**config.mk**
```make
export PLATFORM = sky130hd
export DESIGN_NAME = niosii_system_sysid_checker_master_rd
export DESIGN_NICKNAME = d
export VERILOG_FILES = /design/src/rtl/niosii_system_sysid_checker_master_rd.sv
export SDC_FILE = /design/constraint.sdc
export NUM_CORES = 1
export LEC_CHECK = 0
export CORE_AREA = 5 5 42 44
export CTS_BUF_LIST = sky130_fd_sc_hd__clkbuf_8
export CTS_CLUSTER_SIZE = 14
export DETAILED_ROUTE_END_ITERATION = 8
export DIE_AREA = 0 0 47 49
export DONT_BUFFER_PORTS = 1
export PLACE_DENSITY = 0.65
export REMOVE_ABC_BUFFERS = 1
export SLEW_MARGIN = 30
export SYNTH_ARGS = -nofsm -noshare
export SYNTH_HDL_FRONTEND = slang
export SYNTH_SLANG_ARGS = --single-unit
```
**constraint.sdc**
```tcl
create_clock -name clock -period 3 [get_ports clock]
set_clock_uncertainty 0.2 [all_clocks]
set_input_delay 0.6 -clock clock [delete_from_list [all_inputs] [get_ports clock]]
set_output_delay 0.6 -clock clock [all_outputs]
set_load 0.05 [all_outputs]
```
**src/rtl/niosii_system_sysid_checker_master_rd.sv**
```systemverilog
// Single Avalon-MM read engine: holds the read while stalled, counts stall cycles toward a timeout
// and tracks fixed read latency so the owner knows which cycle carries valid readdata.
module niosii_system_sysid_checker_master_rd #(
  parameter int unsigned READ_LATENCY   = 0,
  parameter int unsigned TIMEOUT_CYCLES = 255
) (
  input  logic        clock,
  input  logic        reset_n,
  input  logic        req_i,
  input  logic        wait_i,
  input  logic        addr_i,
  input  logic        waitrequest_i,
  input  logic [31:0] readdata_i,
  output logic        sysid_read_o,
  output logic        sysid_address_o,
  output logic        accept_o,
  output logic        valid_o,
  output logic [31:0] data_o,
  output logic        timeout_o
);

  localparam int              STALL_W    = $clog2(TIMEOUT_CYCLES + 1);
  localparam logic [STALL_W-1:0] STALL_LAST = STALL_W'(TIMEOUT_CYCLES - 1);
  localparam logic [1:0]      LAT_LOAD   = 2'(READ_LATENCY);

  logic [STALL_W-1:0] stall_q, stall_d;
  logic [1:0]         lat_q, lat_d;

  assign sysid_read_o    = req_i;
  assign sysid_address_o = addr_i;
  assign accept_o        = req_i && !waitrequest_i;
  assign timeout_o       = req_i && waitrequest_i && (stall_q == STALL_LAST);
  assign data_o          = readdata_i;

  // Zero latency means data rides with the accept; otherwise it lands the cycle the count expires.
  assign valid_o = (READ_LATENCY == 0) ? accept_o : (wait_i && (lat_q == 2'd1));

  always_comb begin
    stall_d = stall_q;
    lat_d   = lat_q;
    if (!req_i || !waitrequest_i) begin
      stall_d = '0;
    end else begin
      stall_d = stall_q + 1'b1;
    end
    if (accept_o) begin
      lat_d = LAT_LOAD;
    end else if (wait_i && (lat_q != 2'd0)) begin
      lat_d = lat_q - 2'd1;
    end
  end

  always_ff @(posedge clock or negedge reset_n) begin
    if (!reset_n) begin
      stall_q <= '0;
      lat_q   <= '0;
    end else begin
      stall_q <= stall_d;
      lat_q   <= lat_d;
    end
  end

endmodule

```
==> flow_metrics.py <==
metrics = {
    "outcome": {
        "status": "finished clean",
    },
    "finish": {
        "layout_commonest_cell": "dfrtp_1",
        "regMostFlops": "stall_q",
        "final_layout_size_suffix_gt1_share_pct": 18.2,
        "layout_common_cells": "8 x dfrtp_1, 5 x nor2_1",
        "largest_reg_flops": 8,
        "diodes": 0,
        "reg_top3": "stall_q: 8 flops",
        "fin_nets": 86,
        "area_growth_pct": -26.4,
        "utilization_pct": 33.6,
    },
    "floorplanning": {
        "die_w_um": 47,
        "die_area_um2": 2300,
        "core.rowCount": 14,
        "die_h_um": 49,
        "coreArea_um2": 1400,
        "start_util_pct": 45.6,
        "io_pins": 75,
    },
    "power": {
        "vdd_drop_max_uv": 263,
        "combPwrFrac_pct": 5.6,
        "p_switching_uw": 53.2,
        "power_density_nw_per_um2": 538,
        "leakage_uw": 0.000193,
        "clkPwrFrac_pct": 50.6,
        "internal-power_uw": 200,
        "switching_share_pct": 21.0,
        "seqPwrFrac_pct": 43.9,
    },
    "placed_design": {
        "dp_slack_ns": 0.949,
        "hpwl_um": 1640,
        "port_buffers": 0,
        "place.gp.congestion": 0.688,
    },
    "cts": {
        "cts_setup_buffers": 0,
        "clockBufferDepth": 2,
        "postCtsHoldBufs": 1,
        "cts_max_level": 1,
        "cts_tree": "yes",
        "insertion_delay_ns": 0.23,
        "clkTransAtPathRegs_ns": 0.04,
        "clock-sinks": 8,
        "cts_root_buffer": "clkbuf_8",
        "numCtsBuffers": 3,
        "ctsResizeCount": 0,
    },
    "timing": {
        "grt_setup_unrepaired": "false",
        "fin_crit_ns": 2.06,
        "hold_violations": 0,
        "fin_ws_ns": 0.940,
        "setup_viol": 0,
        "relSlewSlack_pct": 75.3,
        "final.setup.tns_ns": 0,
        "worst_pin_slew_ns": 0.369,
        "maxSlewViolCount": 0,
        "timing.final.crit_share_pct": 68.7,
        "fmax_ghz": 0.485,
    },
    "drt": {
        "drtPass1Iterations": 4,
        "drt_iter0_drc": 6,
        "via_count": 351,
        "routed_wl_um": 1890,
        "drc": 0,
        "viasPerCell": 5.85,
        "ant_nets": 0,
        "wire_per_inst_um": 31.5,
    },
    "yosys": {
        "synth_top_area_share_pct": 41.1,
        "synth-edff-count": 0,
        "ys_warn_count": 0,
        "synth_seq_cells": 8,
        "yosysTopAreaCell": "buf_4",
        "netlist-cell-type-count": 16,
        "yosysSeqAreaShare_pct": 31.3,
        "synthArstFlopShare_pct": 100,
        "syn_inst": 73,
        "synth.area.top_cells": "buf_4 41%, dfrtp_1 31%, ha_1 3.9%, nor2_1 2.9%, or3_1 2.9%",
        "post_synth.cell_area_avg_um2": 8.76,
        "synth_flop_cell": "dfrtp_1",
        "synthesis.area_um2": 639,
    },
    "setup_path": {
        "end_kind": "primary output",
        "path_cells": "inv_1 > ha_1 > nand3_1 > nor3_2 > buf_4",
        "cpPeakStageDelay_ns": 0.41,
        "arrival_ns": 1.26,
        "critPathMaxFanout": 4,
        "cp_slowest_cell": "dfrtp_1",
        "cp-startpoint": "stall_q[0]",
        "crit_path_start_kind": "flip-flop",
        "reg2regPathDepth": 4,
        "worstReg2RegEnd": "stall_q[6]",
        "reg2reg_from": "stall_q[0]",
        "cp.required_ns": 2.20,
        "rrSetupSlack_ns": 1.53,
        "worstSetupPathType": "flip-flop to primary output",
    },
    "min_path": {
        "hold_depth": 1,
        "hp-class": "flip-flop to flip-flop",
        "min_from": "stall_q[0]",
        "hold_end": "stall_q[0]",
    },
    "grt": {
        "track_usage_pct": 16.8,
        "gr-total-overflow": 0,
        "first_global_vias": 355,
        "grt_pass1_wl_um": 2420,
        "grt_max_degree": 10,
        "antenna_found_initial": 0,
    },
    "job": {
        "maxCapViolations": 0,
    },
}
cells in the mapped netlist, types with 2 or more instances:
| master | number |
|---|---|
| or3_1 | 3 |
| nand3_1 | 3 |
| o21ai_0 | 3 |
| a21oi_1 | 3 |
| xor2_1 | 2 |
| buf_4 | 35 |
| nand2_1 | 3 |
| nor2_1 | 5 |
| ha_1 | 2 |
| dfrtp_1 | 8 |
final cells by class:
class	instances	area [um2]
Sequential cell	8	200
Fill cell	148	931
Tap cell	16	20.0
Multi-Input combinational cell	29	180
Inverter	1	3.75
Clock buffer	3	41.3
Timing Repair Buffer	3	25.0
power by group through the flow:
stage	Clock (uW)	Combinational, uW	Sequential (uW)
2_1_floorplan	0	8.90	112
3_3_place_gp	0	11.1	113
3_5_place_dp	0	11.3	113
4_1_cts	134	14.4	111
5_1_grt	140	15.6	111
6_report	128	14.1	111
routing by layer:
metal / track usage, % / up-vias / routed length (um)
met5: 2.86 / - / 0
met1: 19.2 / 159 / 618
li1: - / 143 / -
met3: 23.2 / 4 / 609
met2: 15.6 / 45 / 633
met4: 8.29 / 0 / 27
through the flow:
stage / power [uW] / area (um2) / instances / hold slack, ns
2_1_floorplan: 121 / 377 / 38 / 0.104
3_3_place_gp: 124 / 419 / 56 / 0.105
3_5_place_dp: 124 / 419 / 56 / 0.105
4_1_cts: 259 / 470 / 60 / 0.305
5_1_grt: 267 / 470 / 60 / 0.315
6_report: 253 / 470 / 60 / 0.303
worst max path at each step:
stage               cells past startpoint        end  slack [ns]
floorplan                               1   accept_o        0.26
global placement                        3  timeout_o        0.98
detailed placement                      3  timeout_o        0.95
CTS                                     5  timeout_o        0.92
global route                            5  timeout_o        0.85
finish                                  5  timeout_o        0.94
critical path, delay by kind of cell, from the launching register on:
family	cells	cell delay, ns
adders and majority gates	1	0.14
DFF	1	0.41
buffers and inverters	2	0.29
and+or+nand+nor	2	0.20
cell families after synthesis:
group           synth area share, %
flops                          31.3
simple gates                   14.3
fa+ha+maj                      3.91
xor+xnor                       4.11
compound gates                 4.70
buf+inv                        41.7
No activity file was read; power rests on OpenSTA's default activity.
